===== src/rtl/uart_imem_loader.sv =====
// Boot loader: receives an 8N1 UART image (sync byte, 16-bit word count, little-endian words) and writes it into instruction memory.
// Optional trailing XOR checksum byte is enabled with the macro UART_IMEM_LOADER_CHECKSUM_EN.
module uart_imem_loader #(
  parameter int         CLK_FREQ_HZ = 50000000,
  parameter int         BAUD_RATE   = 115200,
  parameter int         ADDR_WIDTH  = 10,
  parameter int         MAX_WORDS   = 1024,
  parameter logic [7:0] SYNC_BYTE   = 8'hA5
) (
  input  logic                  clk,
  input  logic                  rst,
  input  logic                  rx,
  output logic                  imem_we,
  output logic [ADDR_WIDTH-1:0] imem_addr,
  output logic [31:0]           imem_wdata,
  output logic                  cpu_hold,
  output logic                  load_done,
  output logic                  frame_error,
  output logic                  size_error
`ifdef UART_IMEM_LOADER_CHECKSUM_EN
  ,
  output logic                  checksum_error
`endif
);

  localparam int CLKS_PER_BIT = CLK_FREQ_HZ / BAUD_RATE;
  localparam int CNT_W        = $clog2(CLKS_PER_BIT);
  localparam logic [CNT_W-1:0] C_BIT_LAST  = CNT_W'(CLKS_PER_BIT - 1);
  localparam logic [CNT_W-1:0] C_HALF      = CNT_W'(CLKS_PER_BIT / 2);
  localparam logic [16:0]      C_MAX_WORDS = 17'(MAX_WORDS);

  typedef enum logic [1:0] {RX_IDLE, RX_START, RX_DATA, RX_STOP} rxState_t;

  typedef enum logic [2:0] {
    L_SYNC, L_LEN0, L_LEN1, L_DATA, L_DONE, L_ERR
`ifdef UART_IMEM_LOADER_CHECKSUM_EN
    , L_CHK
`endif
  } ldState_t;

  rxState_t         r_rxState;
  logic             r_rxMeta;
  logic             r_rxSync;
  logic [CNT_W-1:0] r_clkCnt;
  logic [2:0]       r_bitIdx;
  logic [7:0]       r_shift;
  logic             r_byteValid;
  logic [7:0]       r_byte;
  logic             r_frameError;

  ldState_t          r_ldState;
  logic [7:0]        r_lenLo;
  logic [ADDR_WIDTH:0] r_lastIdx;
  logic [ADDR_WIDTH:0] r_wordIdx;
  logic [1:0]        r_byteIdx;
  logic [31:0]       r_word;
  logic              r_wrPending;
  logic              r_we;
  logic [ADDR_WIDTH-1:0] r_addr;
  logic [31:0]       r_wdata;
  logic              r_cpuHold;
  logic              r_loadDone;
  logic              r_sizeError;
`ifdef UART_IMEM_LOADER_CHECKSUM_EN
  logic [7:0]        r_csum;
  logic              r_csumError;
`endif

  logic [15:0] w_len;
  assign w_len = {r_byte, r_lenLo};

  // UART receiver: start bit re-checked at mid-bit, then data/stop sampled one bit period apart
  always_ff @(posedge clk) begin
    if (rst) begin
      r_rxMeta     <= 1'b1;
      r_rxSync     <= 1'b1;
      r_rxState    <= RX_IDLE;
      r_clkCnt     <= '0;
      r_bitIdx     <= '0;
      r_shift      <= '0;
      r_byteValid  <= 1'b0;
      r_byte       <= '0;
      r_frameError <= 1'b0;
    end else begin
      r_rxMeta    <= rx;
      r_rxSync    <= r_rxMeta;
      r_byteValid <= 1'b0;
      case (r_rxState)
        RX_IDLE: begin
          if (!r_rxSync) begin
            r_rxState <= RX_START;
            r_clkCnt  <= '0;
          end
        end
        RX_START: begin
          if (r_clkCnt == C_HALF) begin
            r_clkCnt  <= '0;
            r_bitIdx  <= '0;
            r_rxState <= r_rxSync ? RX_IDLE : RX_DATA;
          end else begin
            r_clkCnt <= r_clkCnt + CNT_W'(1);
          end
        end
        RX_DATA: begin
          if (r_clkCnt == C_BIT_LAST) begin
            r_clkCnt <= '0;
            r_shift  <= {r_rxSync, r_shift[7:1]};
            r_bitIdx <= r_bitIdx + 3'd1;
            if (r_bitIdx == 3'd7) r_rxState <= RX_STOP;
          end else begin
            r_clkCnt <= r_clkCnt + CNT_W'(1);
          end
        end
        RX_STOP: begin
          if (r_clkCnt == C_BIT_LAST) begin
            r_clkCnt  <= '0;
            r_rxState <= RX_IDLE;
            if (r_rxSync) begin
              r_byteValid <= 1'b1;
              r_byte      <= r_shift;
            end else begin
              r_frameError <= 1'b1;
            end
          end else begin
            r_clkCnt <= r_clkCnt + CNT_W'(1);
          end
        end
        default: r_rxState <= RX_IDLE;
      endcase
    end
  end

  // Loader: header parse, word assembly and one-cycle write strobe the cycle after the 4th byte is latched
  always_ff @(posedge clk) begin
    if (rst) begin
      r_ldState   <= L_SYNC;
      r_lenLo     <= '0;
      r_lastIdx   <= '0;
      r_wordIdx   <= '0;
      r_byteIdx   <= '0;
      r_word      <= '0;
      r_wrPending <= 1'b0;
      r_we        <= 1'b0;
      r_addr      <= '0;
      r_wdata     <= '0;
      r_cpuHold   <= 1'b1;
      r_loadDone  <= 1'b0;
      r_sizeError <= 1'b0;
`ifdef UART_IMEM_LOADER_CHECKSUM_EN
      r_csum      <= '0;
      r_csumError <= 1'b0;
`endif
    end else begin
      r_we <= 1'b0;
      case (r_ldState)
        L_SYNC: begin
          if (r_byteValid && r_byte == SYNC_BYTE) r_ldState <= L_LEN0;
        end
        L_LEN0: begin
          if (r_byteValid) begin
            r_lenLo   <= r_byte;
            r_ldState <= L_LEN1;
`ifdef UART_IMEM_LOADER_CHECKSUM_EN
            r_csum    <= r_byte;
`endif
          end
        end
        L_LEN1: begin
          if (r_byteValid) begin
            r_byteIdx <= '0;
            r_wordIdx <= '0;
            r_lastIdx <= (ADDR_WIDTH+1)'(w_len - 16'd1);
`ifdef UART_IMEM_LOADER_CHECKSUM_EN
            r_csum    <= r_csum ^ r_byte;
`endif
            if (w_len == 16'd0) begin
              r_ldState <= L_DONE;
            end else if ({1'b0, w_len} > C_MAX_WORDS) begin
              r_sizeError <= 1'b1;
              r_ldState   <= L_ERR;
            end else begin
              r_ldState <= L_DATA;
            end
          end
        end
        L_DATA: begin
          if (r_wrPending) begin
            r_wrPending <= 1'b0;
            r_we        <= 1'b1;
            r_addr      <= r_wordIdx[ADDR_WIDTH-1:0];
            r_wdata     <= r_word;
            r_wordIdx   <= r_wordIdx + (ADDR_WIDTH+1)'(1);
            if (r_wordIdx == r_lastIdx) begin
`ifdef UART_IMEM_LOADER_CHECKSUM_EN
              r_ldState <= L_CHK;
`else
              r_ldState <= L_DONE;
`endif
            end
          end else if (r_byteValid) begin
            r_word[{r_byteIdx, 3'b000} +: 8] <= r_byte;
            r_byteIdx <= r_byteIdx + 2'd1;
            if (r_byteIdx == 2'd3) r_wrPending <= 1'b1;
`ifdef UART_IMEM_LOADER_CHECKSUM_EN
            r_csum <= r_csum ^ r_byte;
`endif
          end
        end
`ifdef UART_IMEM_LOADER_CHECKSUM_EN
        L_CHK: begin
          if (r_byteValid) begin
            if (r_byte == r_csum) begin
              r_ldState <= L_DONE;
            end else begin
              r_csumError <= 1'b1;
              r_ldState   <= L_ERR;
            end
          end
        end
`endif
        L_DONE: begin
          r_loadDone <= 1'b1;
          r_cpuHold  <= 1'b0;
        end
        L_ERR: begin
          r_cpuHold <= 1'b1;
        end
        default: r_ldState <= L_SYNC;
      endcase
    end
  end

  assign imem_we     = r_we;
  assign imem_addr   = r_addr;
  assign imem_wdata  = r_wdata;
  assign cpu_hold    = r_cpuHold;
  assign load_done   = r_loadDone;
  assign frame_error = r_frameError;
  assign size_error  = r_sizeError;
`ifdef UART_IMEM_LOADER_CHECKSUM_EN
  assign checksum_error = r_csumError;
`endif

endmodule

===== config.mk =====
export PLATFORM = sky130hd
export DESIGN_NAME = uart_imem_loader
export DESIGN_NICKNAME = d
export VERILOG_FILES = /design/src/rtl/uart_imem_loader.sv
export SDC_FILE = /design/constraint.sdc
export NUM_CORES = 1
export LEC_CHECK = 0
export CELL_PAD_IN_SITES_DETAIL_PLACEMENT = 1
export CELL_PAD_IN_SITES_GLOBAL_PLACEMENT = 2
export CORE_MARGIN = 4
export CORE_UTILIZATION = 35
export DETAILED_ROUTE_END_ITERATION = 8
export HOLD_SLACK_MARGIN = 0.05
export PLACE_DENSITY = 0.8
export SLEW_MARGIN = 20
export SYNTH_ARGS = -nofsm -noshare
export SYNTH_HDL_FRONTEND = slang
export SYNTH_SLANG_ARGS = --single-unit

===== constraint.sdc =====
create_clock -name clk -period 2.4 [get_ports clk]
set_input_delay 0.48 -clock clk [delete_from_list [all_inputs] [get_ports clk]]
set_output_delay 0.48 -clock clk [all_outputs]
set_load 0.02 [all_outputs]

# Word-level counts from Yosys, hierarchy flattened
# Index checks and enable logic that the tools add are counted.
# word_totals
out_inout_bits	47
inputBits	3
elab_cells	124
regBits	148
# classes
reduce_logical	24
n_addsub	6
muxes	36
shifts	2
n_eq_ne	26
magnitude_cmp	1
bitwise_logic	7
# op_table
op	count
$bwmux 32	1
$shift 8x7->32 const A	1
$shiftx 8x7->32	1
$mux 3	9
$mux 9	3
$pmux 9 s3	1
$ne 2x2->1 const B	12
$mux 11	2
$pmux 11 s2	1
$mux 2	9
$gt 16x11->1 const B	1
$logic_not 16->1	1
$pmux 3 s5	1
$reduce_and 3->1	5
$add 11x1->11 const B	1
$eq 11x11->1	1
$sub 11x1->11 const B	1
$add 9x1->9 const B	1
$eq 3x3->1 const B	3
$eq 9x8->1 const B	1
$eq 9x9->1 const B	1
$eq 8x8->1 const B	1
$pmux 2 s4	1
$reduce_and 2->1	4
other kinds (21)	39

# Logic depth before layout (Yosys ltp)
# Gate-level depths: netlist of run 1.
# depth
depth_word	5
ltp_mapped	9
ltp_nobuf	7

# Worst setup path before layout of run 1
# No wires, ideal clock.
# synth_path
path_type	flip-flop to flip-flop
start	reg r_lenLo[0]
end	reg r_ldState[1]
setup_time_ps	129
t_arrival_ps	1682
path_slack_ps	589
period_less_slack_ps	1811
stages_incl_launch_ff	8
n_path_buf	0
t_required_ps	2271
path_cell_list	dfxtp_1 inv_1 ha_1 or4b_4 nor3_2 xnor2_1 a2bb2oi_1 o32ai_1
# synth_between
elab_chain_len	5
elab_cells_between_ends	6
classes_between	1 x order compare; 4 x mux; 1 x reduce/logical
# synth_lines
element	line_no	text
start: declaration	52	logic [7:0] r_lenLo;
start signal: assignment	161	r_lenLo <= r_byte;
$gt 16x11->1	178	end else if ({1'b0, w_len} > C_MAX_WORDS) begin
$mux 3	178	
$mux 3 *	176	if (w_len == 16'd0) begin
$mux 3 *	169	if (r_byteValid) begin
$pmux 3 s5 *	155	case (r_ldState)
end signal: assignment	157	if (r_byteValid && r_byte == SYNC_BYTE) r_ldState <= L_LEN0;
end signal: assignment	177	r_ldState <= L_DONE;
end signal: assignment	180	r_ldState <= L_ERR;
end: declaration	51	ldState_t r_ldState;
# Every way passes the cells marked *; elsewhere a longest branch is shown, timed or not. The select of a mux whose other input is x is not followed.
# A chain may end at the register's enable or synchronous reset.

# Worst setup path after layout of run 1
# Same ends and word-level chain as after synthesis.

==> results of run 1 <==
## kinds of logic after synthesis
group	Yosys count
AOI/OAI and AO/OA	121
muxes	30
xor gates and xnor gates	29
buffers and inverters	59
and+or+nand+nor	331
DFF	148
adders and majority gates	11
## through the flow
stage / utilization / total power (uW)
2_1_floorplan: - / 2570
3_3_place_gp: 0.392 / 2580
3_5_place_dp: 0.392 / 2590
4_1_cts: 0.425 / 5140
5_1_grt: 0.425 / 5240
6_report: 0.425 / 5070
## registers in the layout, summed over array words and instances (netlist names), 2 cells and up, named ones only
signal      count
imem_wdata     32
r_word         32
r_lastIdx      11
r_wordIdx      11
imem_addr      10
r_clkCnt        9
r_byte          8
r_lenLo         8
r_shift         8
r_bitIdx        3
r_ldState       3
r_byteIdx       2
## layout by cell type (no fill, tap or decap), types with 8 or more instances in the layout
cell	Yosys	routed
dfxtp_1	148	148
nand3_1	49	48
clkbuf_16	0	17
inv_1	9	9
nand2_1	140	140
ha_1	11	11
a211oi_1	10	10
mux2i_1	30	30
nor2b_1	9	9
nor3_1	8	8
xnor2_1	23	23
buf_4	0	14
nor2_1	71	71
clkdlybuf4s50_1	0	48
a21oi_1	89	89
## synth_stat cells, types with 8 or more instances
| cell type | instances |
|---|---|
| dfxtp_1 | 148 |
| nand2_1 | 140 |
| xnor2_1 | 23 |
| mux2i_1 | 30 |
| a211oi_1 | 10 |
| buf_2 | 11 |
| nor3_1 | 8 |
| nor2_1 | 71 |
| inv_1 | 9 |
| clkbuf_1 | 33 |
| nor2b_1 | 9 |
| a21oi_1 | 89 |
| nand3_1 | 49 |
| ha_1 | 11 |
## final timing paths
path               from            to  slack (ns)
min reg2reg    r_rxMeta      r_rxSync        0.42
max reg2reg  r_lenLo[0]  r_ldState[1]        0.36
max          r_lenLo[0]  r_ldState[1]        0.36
min                 rst     load_done        0.39
## critical path: stages (launching register included)
cell and delay (ns):
dfxtp_1 0.31, inv_1 0.09, ha_1 0.22, or4b_4 0.51
nor3_2 0.27, xnor2_1 0.20, a2bb2oi_1 0.21, o32ai_1 0.10
## per-layer routing
| metal | share of wire | track usage | vias up |
|---|---|---|---|
| met1 | 0.47 | 0.196 | 2413 |
| met3 | 0.030 | 0.0349 | 27 |
| li1 | - | - | 2521 |
| met2 | 0.48 | 0.265 | 76 |
| met4 | 0.020 | 0.0586 | 0 |
| met5 | 0 | 0 | - |
## cell type report
type | count | area share
tap | 225 | 0.0382
clock inverter | 13 | 0.0168
timing repair buffer | 63 | 0.0821
clock buffer | 19 | 0.0600
multi-input combinational | 522 | 0.397
inverter | 9 | 0.00458
sequential | 148 | 0.402
## power by group through the flow
stage	combinational, uW	clock (uW)	sequential (uW)
finish	67.7	2540	2470
global route	76.2	2700	2460
CTS	69.0	2610	2460
detailed placement	68.7	0	2520
global placement	64.5	0	2520
floorplan	49.9	0	2520
==> flow_summary.json, run 1 <==
{
  "status": "finished clean",
  "async_flop_share": 0,
  "final_nets": 775,
  "core-area_mm2": 0.0174,
  "rsz0062_at_grt": "false",
  "powerDensity_mw_per_mm2": 688,
  "cts_hold_buffers": 0,
  "r2r_cells": 7,
  "synth_top_area_cell": "dfxtp_1",
  "setup_tns_ns": 0,
  "finalClockSkew_ns": 0.00806,
  "setup_ws_ns": 0.364,
  "start_util": 0.358,
  "ys_seq_elements": 148,
  "postRouteAntennaNets": 0,
  "post-dp-hpwl_um": 10600,
  "startpoint_type": "flop",
  "p_int_uw": 3940,
  "crit_path_end_kind": "flop",
  "clkPwrFrac": 0.501,
  "track_usage": 0.157,
  "netlist.area_leader.share": 0.477,
  "avgSynthCellArea_um2": 8.51,
  "setup_viol": 0,
  "synth_adder_area_share": 0.0222,
  "cts_buffer_depth": 2,
  "fin_area_mm2": 0.00738,
  "p_sw_uw": 1130,
  "grt_pass1_vias": 5205,
  "max_freq_mhz": 491,
  "first_pass_iters": 4,
  "grt_pass1_wl_um": 25800,
  "synth_edf_count": 0,
  "seqPwrFrac": 0.486,
  "routed-via-count": 5037,
  "arrival_ns": 2.32,
  "top_level_ports": 50,
  "initialDrtViolationCount": 233,
  "grt_max_degree": 65,
  "fin_crit_sh": 0.848,
  "required_ns": 2.68,
  "synthMuxAreaShare": 0.0484,
  "antenna_found_initial": 0,
  "maxCapViolCount": 0,
  "htreeDepth": 4,
  "cts_resized": 0,
  "place_ws_ns": 0.368,
  "die_y_um": 141,
  "grt_overflow": 0,
  "drive_gt1_frac": 0.0762,
  "rows": 48,
  "yosys.area_share.simple": 0.250,
  "routabilityCongestion": 0.816,
  "netlist_area_mm2": 0.00621,
  "synthXorXnorAreaFrac": 0.0409,
  "netlist_instances": 729,
  "hold_violations": 0,
  "drc": 0,
  "clock_latency_ns": 0.42,
  "wl_per_cell_um": 15.3,
  "critPathKind": "reg2reg",
  "drv_slew": 0,
  "clkTransAtPathRegs_ns": 0.06,
  "seq_area_frac_synth": 0.477,
  "dpl.cell_count": 967,
  "total_leakage_power_uw": 0.00252,
  "cts_buffers": 17,
  "numPortBuffers": 49,
  "min_period_ns": 2.04,
  "cts_tree": "built",
  "tightest_slew_ns": 0.681,
  "whs_path_depth": 2,
  "synth-compound-area-share": 0.110,
  "die_area_mm2": 0.0199,
  "synth.area.top_cells": "dfxtp_1, nand2_1, a21oi_1, mux2i_1, nor2_1",
  "die_w_um": 141,
  "synth_top_family_by_area": "simple AND/OR/NAND/NOR gates",
  "routed_wl_um": 15200,
  "cp_max_fo": 4,
  "placed_area_mm2": 0.00681,
  "min_path_type": "in2reg",
  "synth_flop_cell": "dfxtp_1",
  "max-vdd-ir-drop_v": 0.000491,
  "hold_slack_ns": 0.392,
  "synth_warnings": 0,
  "synth_nets": 743,
  "relSlewSlack": 0.546,
  "switching_share": 0.223,
  "cts-root-buf": "clkbuf_16",
  "comb_power_share": 0.013,
  "multi_input_area_mm2": 0.00293,
  "cts_setup_buffers": 0,
  "synthToLayoutAreaGrowth_pct": 18.9,
  "via_per_inst": 5.04,
  "clock-sinks": 148,
  "num-fill-cells": 2057,
  "num_antenna_cells": 0,
  "stdcell_count": 999,
  "seq_area_mm2": 0.00296,
  "yosysUniqueCellTypes": 52
}
Note: power is estimated with default switching activity, not from simulation.
==> run 2, diff against run 1 <==
==> constraint.sdc (replaced) <==
create_clock -name clk -period 2.1 [get_ports clk]
set_input_delay 0.42 -clock clk [delete_from_list [all_inputs] [get_ports clk]]
set_output_delay 0.42 -clock clk [all_outputs]
set_load 0.02 [all_outputs]
==> flow_summary.json, run 2 (synthesis gave the netlist of run 1 again) <==
{
  "fin_area_mm2": 0.00752,
  "cts_setup_buffers": 0,
  "critPathSlowestCell": "or4b_4",
  "grt_use_met2": 0.275,
  "p_sw_uw": 1260,
  "startpoint_type": "flop",
  "maxCapViolCount": 0,
  "hold_violations": 0,
  "clkTransAtPathRegs_ns": 0.06,
  "relSlewSlack": 0.593,
  "crit_path_end_kind": "flop",
  "max_freq_mhz": 504,
  "final_nets": 788,
  "status": "finished clean",
  "cts_hold_buffers": 0,
  "min_period_ns": 1.98,
  "post-route-util": 0.433,
  "total_leakage_power_uw": 0.00262,
  "rows": 48,
  "top_level_ports": 50,
  "track_usage": 0.160,
  "crit_chain": "inv_1 > ha_1 > or4b_4 > nor3_4 > xnor2_1 > a2bb2oi_1 > o32ai_1",
  "powerDensity_mw_per_mm2": 795,
  "critPathKind": "reg2reg",
  "grt_max_degree": 61,
  "slowest_delay_ns": 0.52,
  "critical-path-top-delay-family": "simple AND/OR/NAND/NOR gates",
  "switching_share": 0.210,
  "grt_overflow": 0,
  "routed-via-count": 5058,
  "cts_buffer_depth": 2,
  "seqPwrFrac": 0.471,
  "final_cell_mix": "dfxtp_1, nand2_1, a21oi_1",
  "comb_power_share": 0.013,
  "routabilityCongestion": 0.815,
  "clock_latency_ns": 0.43,
  "tightest_slew_ns": 0.611,
  "clkPwrFrac": 0.516,
  "finalClockSkew_ns": 0.00741,
  "core-area_mm2": 0.0174,
  "grt-busiest-layer": "met2",
  "drc": 0,
  "antenna_found_initial": 0,
  "arrival_ns": 2.29,
  "htreeDepth": 4,
  "routed_wl_um": 15200,
  "die_area_mm2": 0.0199,
  "grt_pass1_wl_um": 25900,
  "post-dp-hpwl_um": 10600,
  "synthToLayoutAreaGrowth_pct": 21.2,
  "clock-sinks": 148,
  "grt_use_met3": 0.0387,
  "start_util": 0.358,
  "grt_pass1_vias": 5228,
  "die_w_um": 141,
  "stdcell_count": 1012,
  "rsz0062_at_grt": "false",
  "use_met1": 0.196,
  "mostFrequentLayoutCell": "dfxtp_1",
  "initialDrtViolationCount": 189,
  "placed_area_mm2": 0.00691,
  "setup_tns_ns": 0,
  "first_pass_iters": 4,
  "numPortBuffers": 49,
  "wl_per_cell_um": 15.0,
  "cts_buffers": 17,
  "cts_resized": 0,
  "postRouteAntennaNets": 0,
  "drv_slew": 0,
  "reg2reg_setup_slack_ns": 0.12,
  "cts_tree": "built",
  "min_path_type": "in2reg",
  "cts-root-buf": "clkbuf_16",
  "die_y_um": 141,
  "max-vdd-ir-drop_v": 0.000558,
  "required_ns": 2.41,
  "drive_gt1_frac": 0.0928,
  "num_antenna_cells": 0,
  "via_per_inst": 5.00,
  "cp_max_fo": 4,
  "fin_crit_sh": 0.945,
  "p_int_uw": 4720,
  "dpl.cell_count": 980,
  "worst-path-buf-inv": 1,
  "setup_viol": 0
}
-- run 2: cell count changes in the layout (fill, tap and decap cells not counted), sizes merged --
cell      delta
clkinv       +4
clkinvlp     -2
bufinv       +2
buf         +13
inv          -4
-- run 2: routing by layer --
metal  routed length (um)  up-vias
li1                     -     2551
met1                 6980     2426
met2                 7540       60
met3                  398       21
met4                  239        0
met5                    0        -
-- run 2: power by group through the flow --
| stage | clock [uW] | sequential (uW) | combinational, uW |
|---|---|---|---|
| 2_1_floorplan | 0 | 2880 | 57.0 |
| 3_3_place_gp | 0 | 2880 | 74.0 |
| 3_5_place_dp | 0 | 2880 | 78.2 |
| 4_1_cts | 3170 | 2820 | 78.4 |
| 5_1_grt | 3310 | 2820 | 85.1 |
| 6_report | 3080 | 2820 | 76.2 |
-- run 2: worst register-to-register path, cell delays in order, from the launching register on --
cell	delay, ns
dfxtp_1	0.31
inv_1	0.09
ha_1	0.21
or4b_4	0.52
nor3_4	0.23
xnor2_1	0.19
a2bb2oi_1	0.21
o32ai_1	0.10
-- run 2: worst paths after layout --
| check | endpoint | cells past startpoint | from |
|---|---|---|---|
| hold / removal | r_clkCnt[1] | 2 | rst |
| setup reg to reg | r_ldState[1] | 7 | r_lenLo[0] |
| setup / recovery | r_ldState[1] | 7 | r_lenLo[0] |
| hold reg to reg | r_rxSync | 1 | r_rxMeta |
-- run 2: through the flow --
| stage | hold WS (ns) | setup slack, ns | power, uW |
|---|---|---|---|
| after global placement | 0.435 | 0.167 | 2950 |
| after CTS | 0.263 | 0.0640 | 6060 |
| after floorplan | 0.389 | 0.289 | 2940 |
| after detailed placement | 0.424 | 0.0757 | 2960 |
| after global routing | 0.276 | 0.00425 | 6220 |
| final | 0.277 | 0.116 | 5980 |
-- run 2: final cells by class --
type,instances,area [um2]
tap,225,282
sequential,148,2960
clock buffer,19,443
clock inverter,13,158
multi-input combinational,522,2940
timing repair buffer,76,703
inverter,9,33.8
fill,1980,9830
